--- src/rtl/teclado_pkg.sv ---
// Shared constants and types for the 4x4 keypad scanner: the no-key code,
// round-result and FSM encodings, and the (row, col) -> key code map.
package teclado_pkg;

    localparam logic [4:0] CODE_NONE = 5'd16;

    typedef enum logic [1:0] {
        RES_NONE  = 2'd0,
        RES_KEY   = 2'd1,
        RES_MULTI = 2'd2
    } res_t;

    typedef enum logic [1:0] {
        ST_IDLE    = 2'd0,
        ST_DEB     = 2'd1,
        ST_PRESSED = 2'd2,
        ST_REL     = 2'd3
    } state_t;

    // Indexed by {row, col}; entry 0 is r0c0.
    localparam logic [3:0] KEY_MAP [16] = '{
        4'd1,  4'd2, 4'd3,  4'd10,
        4'd4,  4'd5, 4'd6,  4'd11,
        4'd7,  4'd8, 4'd9,  4'd12,
        4'd14, 4'd0, 4'd15, 4'd13
    };

endpackage

--- src/rtl/teclado_matricial_sincronizador.sv ---
// Two-flop synchronizer for asynchronous inputs, with a configurable
// reset value so idle (pulled-up) lines come out of reset inactive.
module sincronizador #(
    parameter int               WIDTH     = 4,
    parameter logic [WIDTH-1:0] RESET_VAL = '1
) (
    input  logic             clk,
    input  logic             rst_n,
    input  logic [WIDTH-1:0] i_d,
    output logic [WIDTH-1:0] o_q
);

    logic [WIDTH-1:0] r_meta;
    logic [WIDTH-1:0] r_sync;

    always_ff @(posedge clk) begin
        if (!rst_n) begin
            r_meta <= RESET_VAL;
            r_sync <= RESET_VAL;
        end else begin
            r_meta <= i_d;
            r_sync <= r_meta;
        end
    end

    assign o_q = r_sync;

endmodule

--- src/rtl/teclado_matricial.sv ---
// 4x4 keypad scanner: walks the columns, gathers one round of row samples,
// and debounces whole rounds into a single key code plus one-cycle strobe.
module teclado_matricial
    import teclado_pkg::*;
#(
    parameter int SCAN_DIV   = 50000,
    parameter int DEB_ROUNDS = 3
) (
    input  logic       clk,
    input  logic       rst_n,
    input  logic [3:0] filas,
    output logic [3:0] columnas,
    output logic [4:0] digito,
    output logic       cambio_digito
);

    localparam int SW = $clog2(SCAN_DIV);
    localparam int CW = $clog2(DEB_ROUNDS + 1);

    logic [3:0]    w_filas;
    logic [SW-1:0] r_slot;
    logic [1:0]    r_col;
    logic [15:0]   r_acc;
    logic [15:0]   w_cur;
    logic [15:0]   w_hits;
    logic          w_tick;
    logic          w_round_end;
    logic [1:0]    w_nhits;
    logic [3:0]    w_idx;
    res_t          w_res;
    logic [3:0]    w_code;

    state_t        r_state, w_state_next;
    logic [3:0]    r_cand, w_cand_next;
    logic [CW-1:0] r_cnt, w_cnt_next;
    logic          w_emit_next;
    logic [4:0]    r_digito;
    logic          r_cambio;

    sincronizador #(
        .WIDTH     (4),
        .RESET_VAL (4'b1111)
    ) u_sync (
        .clk   (clk),
        .rst_n (rst_n),
        .i_d   (filas),
        .o_q   (w_filas)
    );

    assign w_tick      = (r_slot == SW'(SCAN_DIV - 1));
    assign w_round_end = w_tick && (r_col == 2'd3);

    // Hits seen in the current column at this sample, placed at {row, col}.
    generate
        for (genvar gi = 0; gi < 16; gi++) begin : g_cur
            assign w_cur[gi] = w_tick && (r_col == 2'(gi % 4)) && !w_filas[gi / 4];
        end
    endgenerate

    assign w_hits = r_acc | w_cur;

    always_comb begin
        w_nhits = 2'd0;
        w_idx   = 4'd0;
        for (int i = 0; i < 16; i++) begin
            if (w_hits[i]) begin
                w_idx = 4'(i);
                if (w_nhits != 2'd2) w_nhits = w_nhits + 2'd1;
            end
        end
        case (w_nhits)
            2'd0:    w_res = RES_NONE;
            2'd1:    w_res = RES_KEY;
            default: w_res = RES_MULTI;
        endcase
        w_code = KEY_MAP[w_idx];
    end

    always_ff @(posedge clk) begin
        if (!rst_n) begin
            r_slot <= '0;
            r_col  <= 2'd0;
            r_acc  <= '0;
        end else begin
            if (w_tick) begin
                r_slot <= '0;
                r_col  <= r_col + 2'd1;
            end else begin
                r_slot <= r_slot + SW'(1);
            end
            r_acc <= w_round_end ? 16'd0 : w_hits;
        end
    end

    // FSM: state register
    always_ff @(posedge clk) begin
        if (!rst_n) begin
            r_state  <= ST_IDLE;
            r_cand   <= 4'd0;
            r_cnt    <= '0;
            r_digito <= CODE_NONE;
            r_cambio <= 1'b0;
        end else begin
            r_state  <= w_state_next;
            r_cand   <= w_cand_next;
            r_cnt    <= w_cnt_next;
            r_cambio <= w_emit_next;
            if (w_emit_next) r_digito <= {1'b0, r_cand};
        end
    end

    // FSM: next state, evaluated only when a round completes
    always_comb begin
        w_state_next = r_state;
        w_cand_next  = r_cand;
        w_cnt_next   = r_cnt;
        w_emit_next  = 1'b0;
        if (w_round_end) begin
            case (r_state)
                ST_IDLE: begin
                    if (w_res == RES_KEY) begin
                        w_state_next = ST_DEB;
                        w_cand_next  = w_code;
                        w_cnt_next   = CW'(1);
                    end
                end
                ST_DEB: begin
                    if (w_res == RES_KEY && w_code == r_cand) begin
                        w_cnt_next = r_cnt + CW'(1);
                        if (r_cnt + CW'(1) == CW'(DEB_ROUNDS)) begin
                            w_state_next = ST_PRESSED;
                            w_emit_next  = 1'b1;
                        end
                    end else begin
                        w_state_next = ST_IDLE;
                        w_cnt_next   = '0;
                    end
                end
                ST_PRESSED: begin
                    if (w_res == RES_NONE) begin
                        w_state_next = ST_REL;
                        w_cnt_next   = CW'(1);
                    end
                end
                default: begin
                    if (w_res == RES_NONE) begin
                        w_cnt_next = r_cnt + CW'(1);
                        if (r_cnt + CW'(1) == CW'(DEB_ROUNDS)) begin
                            w_state_next = ST_IDLE;
                            w_cnt_next   = '0;
                        end
                    end else begin
                        w_state_next = ST_PRESSED;
                    end
                end
            endcase
        end
    end

    // FSM: outputs
    always_comb begin
        columnas      = ~(4'b0001 << r_col);
        digito        = r_digito;
        cambio_digito = r_cambio;
    end

endmodule

--- config.mk ---
export PLATFORM = sky130hd
export DESIGN_NAME = teclado_matricial
export DESIGN_NICKNAME = d
export VERILOG_FILES = /design/src/rtl/teclado_pkg.sv /design/src/rtl/teclado_matricial_sincronizador.sv /design/src/rtl/teclado_matricial.sv
export SDC_FILE = /design/constraint.sdc
export NUM_CORES = 1
export LEC_CHECK = 0
export ABC_AREA = 1
export CORE_MARGIN = 5
export CORE_UTILIZATION = 56
export DETAILED_ROUTE_END_ITERATION = 16
export HOLD_SLACK_MARGIN = 0.12
export PLACE_DENSITY = 0.79
export SKIP_CTS_REPAIR_TIMING = 1
export SLEW_MARGIN = 20
export SYNTH_ARGS = -nofsm -noshare
export SYNTH_HDL_FRONTEND = slang
export SYNTH_SLANG_ARGS = --single-unit
export TNS_END_PERCENT = 1
--- constraint.sdc ---
create_clock -name clk -period 8.65 [get_ports clk]
set_input_delay 1.2975 -clock clk [delete_from_list [all_inputs] [get_ports clk]]
set_output_delay 1.2975 -clock clk [all_outputs]
set_load 0.02 [all_outputs]
Word-level counts from Yosys, hierarchy flattened. Memories as Yosys holds them, arrays and structs flattened. Index checks and enable logic that the tools add are counted.

Bits in registers: 56. Memory bits (read-only): 64. Input port bits: 6. Output and inout bits: 10. Word-level logic and storage cells: 164. Memories: 1.

Memories: (name not given) (depth 16, bits a word 4, read ports 1, clocked after memory_dff 0, write ports 0, line teclado_matricial.sv:76) `w_code = KEY_MAP[w_idx];`.

Add/subtract/negate cells: 18. $lt $le $gt $ge: 1. Equality and inequality tests: 29. Shifts and indexed selects: 1. Multiplexer cells: 65. Bitwise operators: 4. Reductions and logical operators: 35.

Operator list (count): $mux 2 (40); $mux 4 (16); $add 2x1->2 const B (17); $ne 2x2->1 const B (17); $logic_and 1x1->1 (21); $add 16x1->16 const B (1); $eq 16x16->1 const B (1); $or 16x16->16 (1); $pmux 2 s3 (2); $eq 2x1->1 const B (4); $eq 2x2->1 const B (4); $logic_not 2->1 (4); $mux 1 (6); $ge 5x5->1 const B (1); $ne 5x2->1 const B (1); $not 4->5 (1); $reduce_and 5->1 (1); $eq 4x4->1 (1); $logic_not 1->1 (4); $not 4->4 (1); $pmux 2 s2 (1); $reduce_and 4->1 (1); $reduce_or 2->1 (2); $shl 1x2->4 const A (1); other kinds (4) (4).

Longest topological paths before layout.
Depth in word-level cells: 57. Gate-level depth with buffers: 65. Depth with buffers taken out: 65.

Cells and area by module. From an unflattened synthesis, not the netlist that was laid out.

Cell total of the unflattened synthesis: 659. Area, all modules: 4156.5 sq um.

By module, submodules not included: teclado_matricial (times used 1, cells each 634, area an instance 3931.3 sq um, sequential area each 960.9 sq um); sincronizador (times used 1, cells each 25, area an instance 225.2 sq um, sequential area each 160.2 sq um).

Least setup slack after synthesis. No wires, ideal clock.

Path type: flip-flop to flip-flop. From: register r_slot[0]. To: register r_digito[0] (netlist: digito[0]). Library setup time: 0.113 ns. Arrival: 5.777 ns. Required time: 8.537 ns. Setup slack: 2.760 ns. Cell stages (with the launch flop): 56. Path buffers: 0. Clock period less this slack: 5.890 ns. Cells stage by stage: dfxtp_1 -> ha_1 -> nand3_2 -> nor2_4 -> nand2_4 -> nor2_1 -> a21oi_1 -> ha_1 -> inv_1 -> nand3_1 -> nand2_1 -> nand2_1 -> nand3_1 -> nand2_1 -> nand2_1 -> inv_1 -> a21oi_2 -> nand2_1 -> [20 not listed] -> nand2_1 -> nor2_1 -> nor2_1 -> nand2_1 -> nand2_1 -> nand2_1 -> nand2_1 -> inv_1 -> ha_1 -> or2_2 -> nand2_1 -> ha_1 -> nand2_1 -> nand4_4 -> nor3_4 -> inv_2 -> nor2_1 -> nor2_1.

Longest elaborated chain between the ends: 57. Elaborated cells between the ends (all ways): 111. Classes of those cells: add/sub (15); eq/ne (19); mux (52); bitwise (2); reduce/logical (22); memory (1).

Ends and longest elaborated chain: start: declaration (line teclado_matricial.sv:21) `logic [SW-1:0] r_slot;`; start signal: assignment (line teclado_matricial.sv:89) `r_slot <= r_slot + SW'(1);`; $eq 16x16->1 * (line teclado_matricial.sv:50) `assign w_tick = (r_slot == SW'(SCAN_DIV - 1));`; $logic_and 1x1->1 (2 in series) (line teclado_matricial.sv:56) `assign w_cur[gi] = w_tick && (r_col == 2'(gi % 4)) && !w_filas[gi / 4];`; $or 16x16->16 (line teclado_matricial.sv:60) `assign w_hits = r_acc | w_cur;`; $mux 1 (line teclado_matricial.sv:66) `if (w_hits[i]) begin`; $add 2x1->2 / $ne 2x2->1 (equally long branches) (line teclado_matricial.sv:68) `if (w_nhits != 2'd2) w_nhits = w_nhits + 2'd1;`; $mux 2 (line teclado_matricial.sv:68); $mux 2 (line teclado_matricial.sv:66); $add 2x1->2 / $ne 2x2->1 (equally long branches) (line teclado_matricial.sv:68); [40 not listed]; $mux 2 (line teclado_matricial.sv:66); $eq 2x1->1 / $logic_not 2->1 (equally long branches) (line teclado_matricial.sv:71) `case (w_nhits)`; $pmux 2 s2 (line teclado_matricial.sv:71); $eq 2x1->1 (line teclado_matricial.sv:128) `if (w_res == RES_KEY && w_code == r_cand) begin`; $logic_and 1x1->1 (line teclado_matricial.sv:128); $mux 1 (line teclado_matricial.sv:128); $mux 1 (line teclado_matricial.sv:119) `case (r_state)`; $mux 1 * (line teclado_matricial.sv:118) `if (w_round_end) begin`; end signal: assignment (line teclado_matricial.sv:108) `if (w_emit_next) r_digito <= {1'b0, r_cand};`; end: declaration (line teclado_matricial.sv:37) `logic [4:0] r_digito;`.

Mark *: on every way between the ends. The rest lies on a longest branch, timed or not. The select of a mux whose other input is x is not followed. A chain may end at the register's enable or synchronous reset.

Worst setup path after layout.
From: register r_slot[0]. To: register r_digito[2] (netlist: digito[2]).

The elaborated chain is that of the path after synthesis.

==> results.md <==
* Die Y at 96.5 microns
* Number of synthesized flops with an enable pin at 0
* Power per cell area at about 91 mW/mm^2
* Area growth from synthesis to layout at 8.30%
* Yosys warnings at 0
* Row cnt at 31
* Nature of the critical path endpoint: register
* Pin count of the biggest net entering global routing at 18
* Gr ovfl total at 0
* Die Width at between 90 and 100 microns
* Largest stage delay, worst path at ~0.38 ns
* Fin nets at between 700 and 800
* Reg clk slew, reported paths at approximately 0.090 ns
* Die Footprint at between 0.009 and 0.01 sq mm
* Initial antenna violation count at 0
* Data arrival, critical path at about 7 ns
* Wire per inst at 10.4 microns
* Root Driver: clkbuf_8
* P_leak at approximately 0.0024 uW
* Syn_nets at around 700
* Hold_ws at approximately 0.42 ns
* Synth async-reset ratio at 0%
* Placement Setup Slack at 1.89 ns
* Final Slew Violations at 0
* Critical path data required time at between 8 and 9 ns
* Synth cell types at 40
* Clock Skew at 0.00866 ns
* Dominant synthesized flop cell: dfxtp_1
* Largest area contributor in the netlist: dfxtp_1
* I/O Pins at 16
* Leading post-synthesis cells by cell area: dfxtp_1 27%, nand2_1 15%, nor2_1 9.0%
* Max-cap viol count at 0
* Max Fclk at approximately 150 MHz
* Post-Route Setup TNS at 0 ns
* Tot GR Track Use at roughly 19%
* Crit path max-delay cell type: dfxtp_1
* Share of cells above drive strength 1 at a little over an eighth
* Via count at ~4000
* FF+latch count, synth at 56
* First-pass GRT wire length at around 15000 microns
* Total Wirelength at 8230 microns
* FILL cells at 690
* Post-Synthesis Cell Area at between 0.004 and 0.005 sq mm
* CTS tree: yes
* Yosys top cell area share at about a quarter
* Syn Inst Count at between 600 and 700
* Number of buffers added on ports at 15
* Final period util at 78.8%
* Hold Violations, Final at 0
* Syn avg cell area at around 6.2 sq um
* DR iter-0 viols at 150
* Peak supply drop at 86.7 uV
* Crit Path Class: reg2reg
* Slew HR at 65.0%
* Crit path time final at 6.82 ns
* Status: finished clean
* CTS max path bufs at 2
* Clock sink count at 56
* Final setup fails at 0
* HP Class: reg2reg
* Post-route DRC violation count at 0
* Crit Path Max Fanout at 9
* Post-DP HPWL at just under 7000 microns
* 1st-pass router iterations at 4
* Number of buffers created by CTS at 5
* Number of diodes at 0
* Pwr Total at ~410 uW
* Crit-path most repeated cell: nand2_1
* Slew @ Worst Pin at 0.525 ns
* Htree depth at 2
* Most frequent cells in the layout: 168 x nand2_1, 100 x nor2_1, 96 x inv_1, 56 x dfxtp_1, 42 x a21oi_1
* Final GP Congestion at between 0.8 and 0.9
* Drt via density at roughly 5.0
* Routed Antenna Nets at 0
* CP Launch Type: register
* Initial core utilization at between 50 and 60%
* Seq/Total Area, Yosys at about a quarter
* Worst setup margin at 1.83 ns
* Core area at roughly 0.0073 sq mm
* Most common cell after layout, fill and taps aside: nand2_1
* RSZ-0062 raised after global routing: false
* Vias in the first global route at approximately 3700
* Clock Latency Late Sink at approximately 0.30 ns
-- logic make-up (layout without fill, tap and decap cells) --
logic type	count (synthesis)	count (layout)	share of synthesized area, %
flops	56	56	26.7
fa+ha+maj	22	22	6.57
compound gates	91	91	13.0
simple gates	377	377	42.1
buf+inv	122	142	11.0
xor+xnor	3	3	0.627
-- worst paths after layout --
path	cells after the start	to	slack [ns]	start
worst max-delay path	55	digito[2]	1.83	r_slot[0]
worst min-delay path	1	u_sync.o_q[0]	0.42	u_sync.r_meta[0]
worst max register to register	55	digito[2]	1.83	r_slot[0]
worst min register to register	1	u_sync.o_q[0]	0.42	u_sync.r_meta[0]
-- where the power goes --
group          switching, uW  internal (uW)  leakage (uW)
Combinational           7.47           5.01       0.00191
Clock                   80.7           57.9     0.0000456
Sequential              1.54            261      0.000454
Total                   89.7            323       0.00241
-- routing by layer --
metal	GRT usage (%)	share of wire, %	vias up
li1	-	-	2120
met1	24.8	49	1736
met2	34.4	47	50
met3	2.17	2.4	8
met4	5.26	1.2	0
met5	0	0	-
-- worst max-delay path: cells and delay by family, from the launching register on --
kind | cells | cell delay [ns]
AND/OR/NAND/NOR | 41 | 4.28
adder cells (fa/ha/maj) | 4 | 1.00
buffers and inverters | 7 | 0.48
AO/OA/AOI/OAI | 3 | 0.54
flip-flops | 1 | 0.38
-- registers in the layout, indices dropped and copies added (netlist names), 2 cells and up --
name / cells
digito: 5
r_acc: 16
r_slot: 16
r_col: 2
u_sync.o_q: 4
r_cnt: 2
u_sync.r_meta: 4
r_cand: 4
r_state: 2
-- cell type report --
cell class              count  area, sq um  share of cell area [%]
inverters                 119          447                    9.84
multi-input cells         493         2610                    57.5
repair buffers             15          150                    3.31
clock inverters             2         13.8                   0.303
flip-flops and latches     56         1120                    24.7
clock buffers               6         72.6                    1.60
well taps                  99          124                    2.73
-- synthesized netlist by cell type, types with 2 or more instances --
cell,number
clkinv_1,4
nand3_2,7
nor3_1,9
or2_2,10
nor2_1,100
a21oi_4,3
nand2_1,168
nor2_4,5
nand4_1,5
a211oi_1,4
nand3_1,34
nor4_1,2
nor3b_1,2
inv_2,19
a31oi_1,2
inv_1,96
a21oi_2,4
o21ai_1,8
nand2_2,22
nand2_4,2
xnor2_1,2
dfxtp_1,56
ha_1,22
o21ai_0,22
nand4_4,2
nor2_2,5
o31ai_1,2
a21oi_1,42
-- per-stage QoR --
step | instances | instance area, sq um | utilization (%)
3_3_place_gp | 782 | 4450 | 61.4
4_1_cts | 790 | 4540 | 62.6
6_report | 790 | 4540 | 62.6
3_5_place_dp | 782 | 4450 | 61.4
5_1_grt | 790 | 4540 | 62.6
2_1_floorplan | 671 | 4190 | -
Power figures use the tool's default switching activity.
==> patch: new RTL, same flow settings <==
Change the parameter `RESET_VAL` from 4'b1111 to 4'b1011.
--- a/src/rtl/teclado_matricial.sv
+++ b/src/rtl/teclado_matricial.sv
@@ -39,7 +39,7 @@
 
     sincronizador #(
         .WIDTH     (4),
-        .RESET_VAL (4'b1111)
+        .RESET_VAL (4'b1011)
     ) u_sync (
         .clk   (clk),
         .rst_n (rst_n),
Behaviour: same outputs for any inputs over 10 cycles, from zero or initial values and one cycle with rst_n low; that may be too few to reach the edited logic, so the function may still have changed.
==> patch against the original RTL <==
  * Clock power increased by 3%
  * Via count grew 0.95%
  * First-iteration DRC count fell by 12%
  * Setup slack better by 0.10 ns
  * Routed wire length is 0.51% higher
  * Power rose by 1.2%
  * Synthesized area decreased by 0.39%
  * Global-route usage increased by 0.48 points
  * Maximum frequency increased by 1.6%
  * Final area decreased by 0.36%
  * Non-clock buffer count stayed put
  * Sequential cell count stayed put
  * Die area down 0.35%
  * Critical endpoint is now digito[3]
==> patch: results <==
logic_synthesis:
  ys_types: 41
  synth.cells.most_frequent: "nand2_1 (168), inv_1 (105), nor2_1 (98), dfxtp_1 (56), a21oi_1 (41)"
  synth_area_leaders: "dfxtp_1 (27%), nand2_1 (15%), inv_1 (9.4%)"
  syn_avg_cell_area_um2: 6.19
  synthAdderAreaFrac_pct: 6.59
  syn_nets: 702
  synth_xor_area_share_pct: 0.629
  synth_seq_area_share_pct: 26.9
  synth_compound_area_share_pct: 12.9
routing:
  routed_wl_um: 8270
  vias: 3951
  first_iter_violations: 132
  via_per_inst: 4.98
setup_path:
  startpoint: "r_slot[0]"
  timing.rr.end: "digito[3]"
  cp_slowest_cell: "dfxtp_1"
  worstPathArrival_ns: 6.92
  critical_path.max_stage_delay_ns: 0.38
  rr_worst_depth: 54
  r2r_slack_ns: 1.94
sta:
  max_slew_margin_pct: 61.6
  fin_skew_ns: 0.0111
grt:
  grt_pass1_vias: 3838
  track_usage_pct: 19.8
  grt_pass1_wl_um: 15300
power:
  ir_drop_v: 0.000141
  leakage_nw: 2.41
cells_and_area:
  drive_gt1_share_pct: 12.2
  nNetsFinal: 721
  n_antenna_cell: 0
  n_fill_cell: 736
placement:
  place_inst: 785
  dp_hpwl_um: 6740
  place_congestion: 0.856
clock_network:
  clk_path_buf_depth: 2
min_path:
  hold_path_class: "flop to flop"
status:
  status: "finished clean"
patch: cell count changes in the layout (fill, tap and decap cells not counted), moves of 2 or more:
cell	change
inv_1	+9
a21oi_2	+3
inv_2	-5
nor2_2	+2
nand3_2	-2
or2_2	-2
a21oi_4	-2
nor2_1	-2
patch: routing by layer:
| metal | vias up | GRT usage, % | part of all wire (%) |
|---|---|---|---|
| met5 | - | 0 | 0 |
| met4 | 0 | 6.31 | 1.7 |
| met3 | 15 | 2.35 | 2.5 |
| met2 | 59 | 35.6 | 47 |
| met1 | 1743 | 24.6 | 48 |
| li1 | 2134 | - | - |
patch: area by class of cell:
class | instances | area, um2 | share of cell area (%)
clock buffer | 6 | 72.6 | 1.60
clock inverter | 2 | 16.3 | 0.360
inverter | 124 | 465 | 10.3
multi-input combinational | 491 | 2570 | 56.9
sequential | 56 | 1120 | 24.8
tap | 99 | 124 | 2.74
timing repair buffer | 15 | 150 | 3.32
patch: metrics by stage:
stage / total power [mW] / area [um2] / util [%] / hold WS [ns] / worst slack, ns
finish: 0.418 / 4520 / 62.4 / 0.422 / 1.94
detailed placement: 0.281 / 4430 / 61.1 / 0.401 / 1.98
global placement: 0.280 / 4430 / 61.1 / 0.394 / 2.24
floorplan: 0.276 / 4180 / - / 0.390 / 2.78
global route: 0.435 / 4520 / 62.4 / 0.438 / 1.05
CTS: 0.423 / 4520 / 62.4 / 0.423 / 1.96
patch: kinds of logic after synthesis:
kind of cell    after synthesis
xor+xnor                      3
fa+ha+maj                    22
compound gates               91
simple gates                375
buf+inv                     127
flops                        56
patch: where the power goes:
group          internal, mW  total [mW]  leakage (nW)  switching, mW
registers             0.261       0.262         0.453        0.00155
logic               0.00483      0.0125          1.91        0.00767
clock network        0.0578       0.143        0.0414         0.0856
total                 0.323       0.418          2.41         0.0948
patch: worst reg2reg max path: cells and delay by family, from the launching register on:
family	cells	cell delay, ns
compound gates	2	0.38
fa+ha+maj	4	1.00
buf+inv	9	0.56
flops	1	0.38
simple gates	39	4.27
patch: worst min-delay path by stage:
stage / from / end / slack, ns / cells past startpoint
finish: u_sync.r_meta[2] / u_sync.o_q[2] / 0.42 / 2
global placement: u_sync.r_meta[0] / u_sync.o_q[0] / 0.39 / 1
floorplan: u_sync.r_meta[2] / u_sync.o_q[2] / 0.39 / 2
detailed placement: u_sync.r_meta[0] / u_sync.o_q[0] / 0.40 / 1
CTS: u_sync.r_meta[2] / u_sync.o_q[2] / 0.42 / 2
global route: u_sync.r_meta[0] / u_sync.o_q[0] / 0.44 / 1
